<file path="src/rtl/pipe_ctrl_pkg.sv">
// rtl/pipe_ctrl_pkg.sv - shared encodings and constants for the pipeline sequencer
package pipe_ctrl_pkg;

  typedef enum logic [1:0] {
    ST_RUN      = 2'd0,
    ST_FLUSH    = 2'd1,
    ST_DIV_WAIT = 2'd2
  } state_t;

  localparam logic [31:0] ZERO_WORD = 32'h0000_0000;
  localparam logic [31:0] INST_NOP  = 32'h0000_0013;

endpackage

</file>
<file path="src/rtl/pipe_ctrl_cnt.sv">
// rtl/pipe_ctrl_cnt.sv - loadable down-counter with zero flag, used for the jump bubble count
module pipe_ctrl_cnt #(
  parameter int W = 4
) (
  input  logic         clk,
  input  logic         rst,
  input  logic         load_en,
  input  logic [W-1:0] load_val,
  input  logic         dec_en,
  output logic [W-1:0] cnt,
  output logic         zero
);

  always_ff @(posedge clk or negedge rst) begin
    if (!rst) begin
      cnt <= '0;
    end else if (load_en) begin
      cnt <= load_val;
    end else if (dec_en && (cnt != '0)) begin
      cnt <= cnt - W'(1);
    end
  end

  assign zero = (cnt == '0);

endmodule

</file>
<file path="src/rtl/pipe_ctrl.sv">
// rtl/pipe_ctrl.sv - PC hold/redirect and flush-to-NOP sequencer for the 3-stage core
// Optional statistics counters are enabled with PIPE_CTRL_STAT_EN.
module pipe_ctrl
  import pipe_ctrl_pkg::*;
#(
  parameter int ADDR_W       = 32,
  parameter int FLUSH_CYCLES = 1,
  parameter int CNT_W        = 4
) (
  input  logic              clk,
  input  logic              rst,
  input  logic              jump_en_i,
  input  logic [ADDR_W-1:0] jump_addr_i,
  input  logic              div_start_i,
  input  logic [ADDR_W-1:0] div_pc_i,
  input  logic              div_done_i,
  input  logic              mem_wait_i,
  output logic              jump_en_o,
  output logic [ADDR_W-1:0] jump_addr_o,
  output logic              hold_pc_o,
  output logic              flush_if_id_o,
  output logic              flush_id_ex_o
`ifdef PIPE_CTRL_STAT_EN
  ,
  output logic [31:0]       stall_cnt_o,
  output logic [31:0]       flush_cnt_o
`endif
);

  localparam logic [CNT_W-1:0] RELOAD      = CNT_W'(FLUSH_CYCLES - 1);
  localparam logic [CNT_W-1:0] CNT_ONE     = CNT_W'(1);
  localparam bit               MULTI_FLUSH = (FLUSH_CYCLES > 1);

  state_t            state;
  state_t            nxt_state;
  logic [ADDR_W-1:0] ret_addr;
  logic [CNT_W-1:0]  cnt;
  logic              cnt_zero;
  logic              cnt_load;
  logic              cnt_dec;
  logic              ret_load;
  logic              jump_en;
  logic [ADDR_W-1:0] jump_addr;
  logic              hold_pc;
  logic              flush_if_id;
  logic              flush_id_ex;

  pipe_ctrl_cnt #(
    .W(CNT_W)
  ) u_bubble_cnt (
    .clk     (clk),
    .rst     (rst),
    .load_en (cnt_load),
    .load_val(RELOAD),
    .dec_en  (cnt_dec),
    .cnt     (cnt),
    .zero    (cnt_zero)
  );

  always_comb begin
    jump_en     = 1'b0;
    jump_addr   = '0;
    hold_pc     = 1'b0;
    flush_if_id = 1'b0;
    flush_id_ex = 1'b0;
    nxt_state   = state;
    cnt_load    = 1'b0;
    cnt_dec     = 1'b0;
    ret_load    = 1'b0;
    case (state)
      ST_RUN: begin
        if (jump_en_i) begin
          jump_en     = 1'b1;
          jump_addr   = jump_addr_i;
          flush_if_id = 1'b1;
          flush_id_ex = 1'b1;
          if (MULTI_FLUSH) begin
            cnt_load  = 1'b1;
            nxt_state = ST_FLUSH;
          end
        end else if (div_start_i) begin
          ret_load    = 1'b1;
          hold_pc     = 1'b1;
          flush_if_id = 1'b1;
          flush_id_ex = 1'b1;
          nxt_state   = ST_DIV_WAIT;
        end else if (mem_wait_i) begin
          // Fetch stalls but decode drains: a bubble enters id_ex.
          hold_pc     = 1'b1;
          flush_if_id = 1'b1;
        end
      end
      ST_FLUSH: begin
        flush_if_id = 1'b1;
        flush_id_ex = 1'b1;
        if (jump_en_i) begin
          jump_en   = 1'b1;
          jump_addr = jump_addr_i;
          cnt_load  = 1'b1;
        end else begin
          cnt_dec = 1'b1;
          if (cnt_zero || (cnt == CNT_ONE)) begin
            nxt_state = ST_RUN;
          end
        end
      end
      ST_DIV_WAIT: begin
        flush_if_id = 1'b1;
        flush_id_ex = 1'b1;
        if (div_done_i) begin
          jump_en   = 1'b1;
          jump_addr = ret_addr;
          nxt_state = ST_RUN;
        end else begin
          hold_pc = 1'b1;
        end
      end
      default: nxt_state = ST_RUN;
    endcase
  end

  always_ff @(posedge clk or negedge rst) begin
    if (!rst) begin
      state    <= ST_RUN;
      ret_addr <= ADDR_W'(ZERO_WORD);
    end else begin
      state <= nxt_state;
      if (ret_load) begin
        ret_addr <= div_pc_i + ADDR_W'(4);
      end
    end
  end

  // Reset keeps the pipe registers loading NOPs and the PC untouched.
  assign jump_en_o     = rst & jump_en;
  assign jump_addr_o   = rst ? jump_addr : '0;
  assign hold_pc_o     = rst & hold_pc;
  assign flush_if_id_o = ~rst | flush_if_id;
  assign flush_id_ex_o = ~rst | flush_id_ex;

`ifdef PIPE_CTRL_STAT_EN
  always_ff @(posedge clk or negedge rst) begin
    if (!rst) begin
      stall_cnt_o <= '0;
      flush_cnt_o <= '0;
    end else begin
      if (hold_pc_o && (stall_cnt_o != 32'hFFFF_FFFF)) begin
        stall_cnt_o <= stall_cnt_o + 32'd1;
      end
      if (flush_id_ex_o && (flush_cnt_o != 32'hFFFF_FFFF)) begin
        flush_cnt_o <= flush_cnt_o + 32'd1;
      end
    end
  end
`endif

endmodule

</file>
<file path="config.mk">
export PLATFORM = sky130hd
export DESIGN_NAME = pipe_ctrl
export DESIGN_NICKNAME = d
export VERILOG_FILES = /design/src/rtl/pipe_ctrl_pkg.sv /design/src/rtl/pipe_ctrl_cnt.sv /design/src/rtl/pipe_ctrl.sv
export SDC_FILE = /design/constraint.sdc
export NUM_CORES = 1
export LEC_CHECK = 0
export BUFFER_PORTS_ARGS = -buffer_cell sky130_fd_sc_hd__buf_4
export CORE_MARGIN = 10
export CORE_UTILIZATION = 48
export DETAILED_ROUTE_END_ITERATION = 6
export PLACE_DENSITY = 0.81
export SLEW_MARGIN = 5
export SYNTH_ARGS = -nofsm -noshare
export SYNTH_HDL_FRONTEND = slang
export SYNTH_SLANG_ARGS = --single-unit
</file>
<file path="constraint.sdc">
create_clock -name clk -period 1.8 [get_ports clk]
set_clock_uncertainty 0.1 [all_clocks]
set_input_delay 0.45 -clock clk [delete_from_list [all_inputs] [get_ports clk]]
set_output_delay 0.45 -clock clk [all_outputs]
set_load 0.005 [all_outputs]
</file>
Yosys cells after proc, flatten, opt, wreduce, memory -nomap -nowiden

Index checks and enable logic that the tools add are counted.

Memory bits (writable): 0
Input port bits: 70
Memories kept: 0
Memory bits (read-only): 0
Register bits: 38
Latch bits: 0
Word-level logic and storage cells: 57
Output and inout bits: 36

Muxes and demuxes: 30
Magnitude comparators: 0
Eq/ne operators: 8
Multipliers: 0
Bitwise logic cells: 5
Shift-type cells: 0
Add/sub/neg operators: 2
Div/mod/pow operators: 0
Reduce and logical (&&, ||, !) cells: 9

Operator list:

| operator                                                            | number |
|---|---|
| 32-bit two-way mux                                                  | 3 |
| 32-bit case mux with 2 select lines                                 | 1 |
| 32-bit by 3-bit adder with 32-bit output (second input constant)    | 1 |
| 1-bit two-way mux                                                   | 14 |
| 2-bit two-way mux                                                   | 5 |
| 2-bit inequality test (second input constant)                       | 5 |
| 4-bit two-way mux                                                   | 2 |
| 1-bit case mux with 2 select lines                                  | 4 |
| 2-bit case mux with 3 select lines                                  | 1 |
| 5-bit AND reduction                                                 | 1 |
| 4-bit by 1-bit == test with 1-bit output (second input constant)    | 1 |
| 4-bit logical NOT                                                   | 1 |
| 4-bit nonzero test                                                  | 1 |
| 2-bit OR reduction                                                  | 2 |
| 4-bit by 1-bit subtractor with 4-bit output (second input constant) | 1 |
| 1-bit bitwise AND                                                   | 2 |
| 2-bit by 1-bit == test with 1-bit output (second input constant)    | 1 |
| 2-bit == test (second input constant)                               | 1 |
| 2-bit logical NOT                                                   | 1 |
| 1-bit bitwise OR                                                    | 2 |
| 2-bit nonzero test                                                  | 1 |
| 1-bit logical AND                                                   | 1 |
| 1-bit logical OR                                                    | 1 |
| 1-bit inverter                                                      | 1 |

Logic depth before layout (Yosys ltp)

Gate-level depths: netlist of the first run.

Depth after elaboration: 5
Mapped depth: 6
Gate-level depth less buffers: 5

Worst setup path after synthesis of the first run

OpenSTA, ideal clock, no wires.

Kind: input port to flip-flop
From: input port div_pc_i[10]
To: register ret_addr[27]
Required time: 1618 ps
Data arrival time: 1904 ps
Cell stages on the path: 5
Setup slack: -286 ps
Library setup time: 82 ps
Path buffers: 1
Cell sequence: nand3_1 > or4_4 > buf_6 > or4_1 > a31oi_1

Cells in the longest elaborated chain, start to end: 1

RTL lines:

| what                                     | line             | RTL |
|---|---|---|
| from (decl)                              | pipe_ctrl.sv:15  | `input logic [ADDR_W-1:0] div_pc_i,` |
| 32-bit by 3-bit adder with 32-bit output | pipe_ctrl.sv:129 | `ret_addr <= div_pc_i + ADDR_W'(4);` |
| to (signal assigned)                     | pipe_ctrl.sv:125 | `ret_addr <= ADDR_W'(ZERO_WORD);` |
| to (signal assigned)                     | pipe_ctrl.sv:129 |  |
| to (decl)                                | pipe_ctrl.sv:36  | `logic [ADDR_W-1:0] ret_addr;` |

Every way passes these cells.
A chain may end at the register's enable or synchronous reset.

Worst setup path after layout of the first run

From: register state[1]
To: output port jump_addr_o[5]

Cells in the longest elaborated chain, start to end: 4
Elaborated cells between the ends (all ways): 6
Those cells by class: eq/ne (2); mux (2); reduce/logical (2)

RTL lines:

| what                                                                                 | line             | RTL |
|---|---|---|
| from (decl)                                                                          | pipe_ctrl.sv:34  | `state_t state;` |
| from (signal assigned)                                                               | pipe_ctrl.sv:127 | `state <= nxt_state;` |
| 2-bit by 1-bit == test with 1-bit output / 2-bit logical NOT (equally long branches) | pipe_ctrl.sv:70  | `case (state)` |
| 2-bit OR reduction (no source line)                                                  | --               |  |
| 32-bit case mux with 2 select lines *                                                | pipe_ctrl.sv:70  |  |
| 32-bit two-way mux *                                                                 | pipe_ctrl.sv:136 | `assign jump_addr_o = rst ? jump_addr : '0;` |
| to (decl)                                                                            | pipe_ctrl.sv:19  | `output logic [ADDR_W-1:0] jump_addr_o,` |

Mark *: on every way between the ends. The rest lies on a longest branch, timed or not.

==> results of run 1 <==
## flip-flops by register name, indices dropped and copies added, names as in the netlist
name / flops
ret_addr: 32
state: 1
## per-layer routing
layer,track usage [%],vias to the layer above,wire [um]
li1,-,1405,-
met1,25.10,1524,4064
met2,39.89,205,5759
met3,4.821,58,730
met4,11.94,0,583
met5,0,-,0
## cells by family after synthesis
group / share of synthesized area [%]
xor+xnor: 4.782
compound gates: 22.23
buf+inv: 4.729
simple gates: 33.05
fa+ha+maj: 0.5254
flops: 34.68
## power by group through the flow
| stage | logic, uW | clock network (uW) | registers, uW |
|---|---|---|---|
| 3_5_place_dp | 744 | 0 | 996 |
| 2_1_floorplan | 327 | 0 | 955 |
| 6_report | 896 | 580 | 1010 |
| 4_1_cts | 783 | 575 | 984 |
| 5_1_grt | 968 | 615 | 1020 |
| 3_3_place_gp | 710 | 0 | 987 |
## placed cells by master (no fill, tap or decap), types with 2 or more instances in the layout
master         instances
buf_6                  9
a31oi_1               12
xor2_1                 6
nand4_1                8
or4_4                  5
o41ai_2                2
o21ai_0               16
buf_4                152
nor4_1                 3
buf_8                  5
dlygate4sd3_1          2
nand3_1                8
nor2b_1               32
or3_4                  2
nor2_1                17
a22oi_1                9
and3_1                 3
or4_1                  8
nor3_1                 3
inv_1                  6
o31ai_1                9
nand2_1               33
buf_12                 5
a22oi_2               23
clkbuf_8               6
dfrtp_1               32
or2_2                  3
nand3_4                2
xnor2_1                7
## what timing repair did
item / in CTS / in global routing
endpoints found under the hold margin: 1 / 0
gates resized for setup: 18 / 45
endpoints found under the setup margin: 41 / 45
cloned: 1 / 3
pin swaps: 12 / 19
buffers inserted: 2 / 2
hold buffers: 2 / 0
## through the flow
| step | utilization (%) | worst slack (ns) |
|---|---|---|
| after global placement | 78.42 | -0.2932 |
| after CTS | 82.37 | -0.2598 |
| after floorplan | - | -0.1773 |
| after global routing | 87.66 | -0.3188 |
| after detailed placement | 78.42 | -0.3533 |
| final | 87.66 | -0.3179 |
## synth_stat cells (2+ instances only)
library cell	number	area (um^2)
a22oi_1	32	240.2
a31oi_1	13	81.33
and3_1	3	18.77
clkbuf_1	21	78.83
dfrtp_1	33	825.8
inv_1	6	22.52
nand2_1	33	123.9
nand3_1	11	55.05
nand4_1	8	50.05
nor2_1	18	67.56
nor2b_1	33	206.5
nor3_1	3	15.01
nor4_1	4	25.02
o21ai_0	17	85.08
o31ai_1	9	67.56
o41ai_1	2	17.52
or2_2	4	25.02
or3_1	2	12.51
or4_1	10	75.07
xnor2_1	7	61.31
xor2_1	6	52.55
## cell type report
cell class | instances | area share (%)
multi-input combinational | 234 | 40.44
timing repair buffer | 174 | 35.09
inverter | 6 | 0.5404
sequential | 33 | 19.84
clock buffer | 7 | 2.071
tap | 67 | 2.011
## worst min path at each step
stage / cells after the start / endpoint / slack, ns
detailed placement: 2 / ret_addr[4] / 0.31
finish: 2 / ret_addr[10] / 0.03
global route: 2 / ret_addr[10] / 0.03
CTS: 2 / ret_addr[10] / 0.02
global placement: 2 / ret_addr[4] / 0.31
floorplan: 0 / ret_addr[0] / 0.05
==> results.cfg, run 1 <==
[yosys]
synth_seq_cells = 33
syn_area_um2 = 2381
async_flop_share_pct = 100.0
ys_seq_area_share_pct = 34.68
synth_ff_type = dfrtp_1
syn_area_per_cell_um2 = 8.099
syn-num-nets = 365
synth_cell_types = 40
yosys_warnings = 0
synth_edf_count = 0
synthCells = 294

[sta]
rsz0062_at_grt = true
fmax_mhz = 472.2
fin_tns_setup_ns = -7.221
layout_setup_ws_ns = -0.3179
worst_pin_slew_ns = 0.3318
fin_crit_sh_pct = 117.7
fin_crit_ns = 2.118
setup_viol = 38
hold_slack_ns = 0.03016
max_slew_margin_pct = 77.70
drv_slew = 0
hold_violations = 0

[power]
clkPwrFrac_pct = 23.3
vdd_drop_max_uv = 362.7
p_total_uw = 2491
power_frac_comb_pct = 36.0
power_density_nw_per_um2 = 597.7
switchingPower_uw = 826.1
p_sw_share_pct = 33.16
p_int_uw = 1665
p_leak_uw = 0.001801
p_seq_share_pct = 40.7

[cts]
insertion_delay_ns = 0.29
cts_tree = done
cts-buffers-inserted = 5
htree_levels = 2
cts.sinks = 33
clk_pin_slew_ns = 0.07
clock_path_buffers = 2
cts_root_buffer = clkbuf_8

[critical_path]
cpPeakStageDelay_ns = 0.44
cp.depth = 5
cp-startpoint = state[1]
required_ns = 1.25
r2r_end = ret_addr[13]
cp.buffers_inverters = 2
r2r-start = state[1]
crit_family = flip-flops
ff2ff_setup_slack_ns = 0.04
slowest_stage = dfrtp_2
path_cells = nor2b_4, buf_4, a22oi_2, nor2b_1, buf_4
crit_path_end = jump_addr_o[5]
crit_arrival_ns = 1.57
cp-start-kind = flip-flop
crit_top_cell = buf_4
path_max_fanout = 6
worstSetupEndpointType = output pin
crit_type = flip-flop to output pin
r2r_cells = 4

[run]
drv_cap = 0

[grt]
grt_first_pass_wirelength_mm = 15.47
grt_antenna_before_repair = 0
grt_usage_pct = 22.72
grt_overflow = 0
grt_max_degree = 37
first_global_vias = 3154

[place]
portBuffers = 105
globalplace.congestion = 0.9092
post-dp-hpwl_mm = 7.170
placed_cell_area_um2 = 3729
dpl.cell_count = 504

[floorplan]
core_um2 = 4755
std_cell_rows = 25
die_w_um = 90.43
die_area_um2 = 8178
io_pins = 106
die_h_um = 90.43
initial_core_util_pct = 50.08

[outcome]
violations = negative setup slack
status = complete, but fails checks

[route]
drcViolationCount = 0
vias = 3192
wirelength_mm = 11.14
wl_per_cell_um = 21.38
drt_iter0_markers = 295
ant_nets = 0
viasPerCell = 6.127
dr.pass1.iters = 6

[finish]
final_cell_count_no_fill = 521
multi_input_area_um2 = 1685
antenna_cells = 0
nFillCells = 255
drive_above_1_share_pct = 50.44
regArea_um2 = 827.0
fin_area_um2 = 4168
area_delta_synth_final_pct = 75.04
layout.nets = 525

[worst_hold_path]
hold_path.class = input pin to async pin
Power figures use the tool's default switching activity.
==> run 2: changes to the inputs <==
==> constraint.sdc (replaced) <==
create_clock -name clk -period 1.8 [get_ports clk]
set_clock_uncertainty 0.1 [all_clocks]
set_input_delay 0 -clock clk [delete_from_list [all_inputs] [get_ports clk]]
set_output_delay 0 -clock clk [all_outputs]
set_load 0.005 [all_outputs]
==> run 2 against run 1 <==
Net effect: the flow now finishes without violations; combinational power decreased by 19%; maximum frequency increased by 24%; final cell count decreased by 4.0%; die area unchanged; first-iteration DRC count decreased by 43%; clock power decreased by 9.3%; worst hold slack got worse by 0.016 ns; non-clock buffer count decreased by 21; critical path type unchanged; critical endpoint is now jump_addr_o[20].
==> results.cfg, run 2 (synthesized netlist as in run 1, its figures left out) <==
[cts]
clk_pin_slew_ns = 0.06
insertion_delay_ns = 0.27
cts_root_buffer = clkbuf_8
cts.sinks = 33
cts_tree = done
cts-buffers-inserted = 5
htree_levels = 2
clock_path_buffers = 2
post_cts_buffers = 0

[sta]
worst_pin_slew_ns = 0.3946
fin_crit_sh_pct = 94.65
setup_viol = 0
fin_crit_ns = 1.704
layout_setup_ws_ns = 0.09627
max_slew_margin_pct = 73.45
drv_slew = 0
hold_violations = 0
rsz0062_at_grt = true
hold_slack_ns = 0.01460
fmax_mhz = 586.9

[critical_path]
cpPeakStageDelay_ns = 0.37
r2r_cells = 5
ff2ff_setup_slack_ns = 0.23
crit_arrival_ns = 1.60
r2r-start = state[1]
required_ns = 1.70
crit_type = flip-flop to output pin
cp-start-kind = flip-flop
worstSetupEndpointType = output pin
r2r_end = ret_addr[18]
crit_top_cell = buf_4
crit_family = buffers and inverters
slowest_stage = dfrtp_1
cp.buffers_inverters = 3
path_max_fanout = 17
path_cells = buf_4, and2_1, buf_4, a22oi_1, nor2b_1, buf_4

[route]
dr.pass1.iters = 5
drcViolationCount = 0
wirelength_mm = 8.605
wl_per_cell_um = 17.21
viasPerCell = 5.582
ant_nets = 0
vias = 2791
drt_iter0_markers = 167

[finish]
area_delta_synth_final_pct = 56.17
drive_above_1_share_pct = 33.26
largest_reg_flops = 32
regMostFlops = ret_addr
antenna_cells = 0
nFillCells = 366
reg_top3 = ret_addr (32), state (1)
layout_commonest_cell = buf_4
layout.nets = 503
final_cell_mix = buf_4, nand2_1, dfrtp_1
fin_util_pct = 78.21
regArea_um2 = 825.8
multi_input_area_um2 = 1460

[power]
p_leak_uw = 0.001609
vdd_drop_max_uv = 407.7
power_density_nw_per_um2 = 602.0

[floorplan]
std_cell_rows = 25
die_h_um = 90.43
initial_core_util_pct = 50.08
die_w_um = 90.43
core_um2 = 4755
die_area_um2 = 8178
io_pins = 106

[grt]
grt_overflow = 0
grt_usage_pct = 20.07
grt_antenna_before_repair = 0
first_global_vias = 2736
grt_first_pass_wirelength_mm = 13.77
grt_max_degree = 34

[place]
portBuffers = 105
globalplace.congestion = 0.9214
post-dp-hpwl_mm = 6.587
place_ws_ns = -0.02830

[run]
drv_cap = 0

[outcome]
status = completed

[worst_hold_path]
whs_endpoint = ret_addr[4]
worst_hold_startpoint = div_pc_i[4]
holdPathStages = 3
hold_path.class = input pin to flip-flop
-- run 2: metal layers --
metal  up-vias  GRT usage, %  wire length [um]
met2       109         36.99              4552
met5         -             0                 0
met4         0         5.040               114
li1       1360             -                 -
met3        14         3.658               435
met1      1308         23.13              3502
-- run 2: worst max-delay path by stage --
stage | slack (ns) | startpoint | to | cells after the start
floorplan | 0.15 | state[1] | ret_addr[23] | 4
global placement | 0.04 | div_pc_i[12] | ret_addr[25] | 5
detailed placement | -0.03 | div_pc_i[12] | ret_addr[25] | 5
CTS | 0.09 | state[1] | jump_addr_o[30] | 6
global route | -0.006 | state[1] | jump_addr_o[26] | 6
finish | 0.1 | state[1] | jump_addr_o[20] | 6
-- run 2: repair_timing --
action	CTS	global route
resized for setup	0	2
hold buffers	29	0
endpoints found under the hold margin	61	0
setup endpoints to repair	0	4
-- run 2: tightest hold or removal path, stage by stage --
cell     delay (ns)
buf_4          0.11
xnor2_1        0.15
o21ai_0        0.08
-- run 2: final cells by class --
class,count,share of cell area [%]
multi-input combinational,233,39.27
timing repair buffer,153,33.51
sequential,33,22.21
tap,67,2.254
clock buffer,8,2.153
inverter,6,0.6057
-- run 2: where the power goes --
group | total (uW) | internal (uW) | switching, uW | leakage, uW
Clock | 526 | 274 | 251 | 0.0000395
Combinational | 725 | 394 | 332 | 0.00118
Sequential | 988 | 886 | 102 | 0.000392
Total | 2240 | 1550 | 685 | 0.00161
-- run 2: through the flow --
| stage | power [uW] | area [um^2] | instances | setup TNS (ns) |
|---|---|---|---|---|
| 5_1_grt | 2364 | 3719 | 500 | -0.009037 |
| 2_1_floorplan | 1274 | 2381 | 294 | 0 |
| 3_3_place_gp | 1631 | 3338 | 463 | 0 |
| 3_5_place_dp | 1660 | 3338 | 463 | -0.02830 |
| 6_report | 2239 | 3719 | 500 | 0 |
| 4_1_cts | 2231 | 3709 | 500 | 0 |
==> run 3: changes to the inputs <==
--- a/config.mk
+++ b/config.mk
@@ -5,11 +5,11 @@
 export SDC_FILE = /design/constraint.sdc
 export NUM_CORES = 1
 export LEC_CHECK = 0
-export BUFFER_PORTS_ARGS = -buffer_cell sky130_fd_sc_hd__buf_4
+export ABC_AREA = 1
 export CORE_MARGIN = 10
-export CORE_UTILIZATION = 48
+export CORE_UTILIZATION = 49
 export DETAILED_ROUTE_END_ITERATION = 6
-export PLACE_DENSITY = 0.81
+export DONT_BUFFER_PORTS = 1
 export SLEW_MARGIN = 5
 export SYNTH_ARGS = -nofsm -noshare
 export SYNTH_HDL_FRONTEND = slang
==> run 3 against run 2 <==
Net effect: register-to-register slack better by 0.17 ns; cell area down 16%; sequential cell count unchanged; highest routed layer unchanged; sequential share of layout area up 4.2 points; first-iteration DRC count down 27%; synthesized area up 5.6%; core utilization down 16 points.
==> results.cfg, run 3 <==
[outcome]
status = completed

[place]
portBuffers = 0
globalplace.congestion = 0.8780
place_ws_ns = 0.4091
post-dp-hpwl_mm = 5.905

[cts]
cts.sinks = 33
clk_pin_slew_ns = 0.07
htree_levels = 2
cts_root_buffer = clkbuf_8
cts_tree = done
cts-buffers-inserted = 5
insertion_delay_ns = 0.28
clock_path_buffers = 2

[grt]
grt_max_degree = 41
grt_overflow = 0
grt_antenna_before_repair = 0
first_global_vias = 2619
grt_first_pass_wirelength_mm = 13.21
grt_usage_pct = 18.88

[sta]
fin_tns_setup_ns = 0
worst_pin_slew_ns = 0.3994
setup_viol = 0
max_slew_margin_pct = 73.34
fmax_mhz = 574.2
hold_slack_ns = 0.0006940
drv_slew = 0
hold_violations = 0
layout_setup_ws_ns = 0.05856
fin_crit_sh_pct = 96.75
fin_crit_ns = 1.741

[yosys]
synth_mux_area_share_pct = 0
synthXorXnorAreaFrac_pct = 2.091
syn_area_um2 = 2514
synth_cell_types = 26
synth_top_family_by_area = simple AND/OR/NAND/NOR gates
synth-simple-area-share_pct = 44.35
synth_compound_area_share_pct = 13.74
netlist_top_cells_count = nand2_1, nor2_1, nand3_1
yosysMostFrequentCell = nand2_1
synth_top_area_share_pct = 32.85
yosys_warnings = 0
synth_seq_cells = 33
synth_ff_type = dfrtp_1
ys_top_cells_by_area = dfrtp_1, nand2_1, nor2_1, a22oi_1, nand3_1
synth_edf_count = 0
yosysTopAreaCell = dfrtp_1
synth-adder-area-share_pct = 0.4978
syn-num-nets = 459
syn_area_per_cell_um2 = 6.479
async_flop_share_pct = 100.0
synthCells = 388
ys_seq_area_share_pct = 32.85

[power]
vdd_drop_max_uv = 330.6
p_leak_uw = 0.001443
power_density_nw_per_um2 = 737.5

[finish]
fin_util_pct = 62.06
regMostFlops = ret_addr
nFillCells = 496
layout.nets = 495
layout_commonest_cell = nand2_1
reg_top3 = ret_addr (32), state (1)
final_cell_mix = nand2_1, nor2_1, dlygate4sd3_1
largest_reg_flops = 32
antenna_cells = 0
area_delta_synth_final_pct = 24.49
drive_above_1_share_pct = 8.471

[worst_hold_path]
holdPathStages = 7
hold_path.class = input pin to flip-flop

[route]
ant_nets = 0
drt_iter0_markers = 122
drcViolationCount = 0
viasPerCell = 5.315
dr.pass1.iters = 4
wirelength_mm = 7.889
wl_per_cell_um = 15.94
vias = 2631

[floorplan]
initial_core_util_pct = 49.85
die_area_um2 = 8395
core_um2 = 5042
io_pins = 106
std_cell_rows = 26
die_w_um = 91.63
die_h_um = 91.63

[critical_path]
r2r_cells = 5
crit_type = input pin to flip-flop
worstSetupEndpointType = flip-flop
path_max_fanout = 3
crit_arrival_ns = 1.80
cp-start-kind = input pin
required_ns = 1.86

[run]
drv_cap = 0
[run 3: cell count changes after synthesis, moves of 14 or more]
cell and change:
nand3_1 +23, nor2b_1 -33, inv_1 +16, nand2_1 +98, nor2_1 +51, clkbuf_1 -14
[run 3: final timing paths]
path	start	to	slack (ns)
hold reg to reg	ret_addr[0]	ret_addr[0]	0.39
hold / removal	div_pc_i[29]	ret_addr[30]	0.0007
setup reg to reg	state[1]	ret_addr[12]	0.40
max in group asynchronous	rst	state[1]	1.27
setup / recovery	div_pc_i[2]	ret_addr[6]	0.06
min in group asynchronous	rst	ret_addr[1]	0.15
[run 3: layer usage]
layer,wire (um),GRT usage [%],vias to the layer above
li1,-,-,1325
met1,3531,25.64,1190
met2,3561,28.97,105
met3,702,4.482,11
met4,93,5.614,0
met5,0,0,-
[run 3: power breakdown]
part / internal (uW) / total (uW) / leakage, uW / switching, uW
logic: 223 / 508 / 0.000966 / 285
clock network: 550 / 821 / 0.0000681 / 271
registers: 884 / 979 / 0.000409 / 94.7
[run 3: layout make-up]
type,count,area [um^2],share of cell area [%]
Clock buffer,5,68.82,2.199
Clock inverter,3,65.06,2.079
Inverter,25,93.84,2.999
Multi-Input combinational cell,315,1528,48.82
Sequential cell,33,825.8,26.39
Tap cell,70,87.58,2.799
Timing Repair Buffer,44,460.4,14.71
[run 3: worst max-delay path, stage by stage]
cell	delay, ns
dlygate4sd3_1	0.62
ha_1	0.23
nand2_2	0.08
nor2_4	0.14
xnor2_1	0.12
dlygate4sd3_1	0.55
o21ai_0	0.06
[run 3: stage by stage]
step           cells  area (um^2)  total power [uW]
2_1_floorplan    388         2514              1290
3_3_place_gp     448         2597              1388
3_5_place_dp     448         2597              1398
4_1_cts          494         3122              2325
5_1_grt          495         3129              2450
6_report         495         3129              2308
[run 3: what timing repair did]
action / in CTS / in global routing
hold endpoints to repair: 68 / 0
endpoints found under the setup margin: 0 / 1
hold buffers: 38 / 0
buffers inserted: 0 / 1
gates resized for setup: 0 / 0
[run 3: cells by family (layout without fill, tap and decap cells)]
group           count (synthesis)  in the layout
fa+ha+maj                       1              1
flops                          33             33
buf+inv                        40             77
xor+xnor                        6              6
simple gates                  257            257
compound gates                 51             51
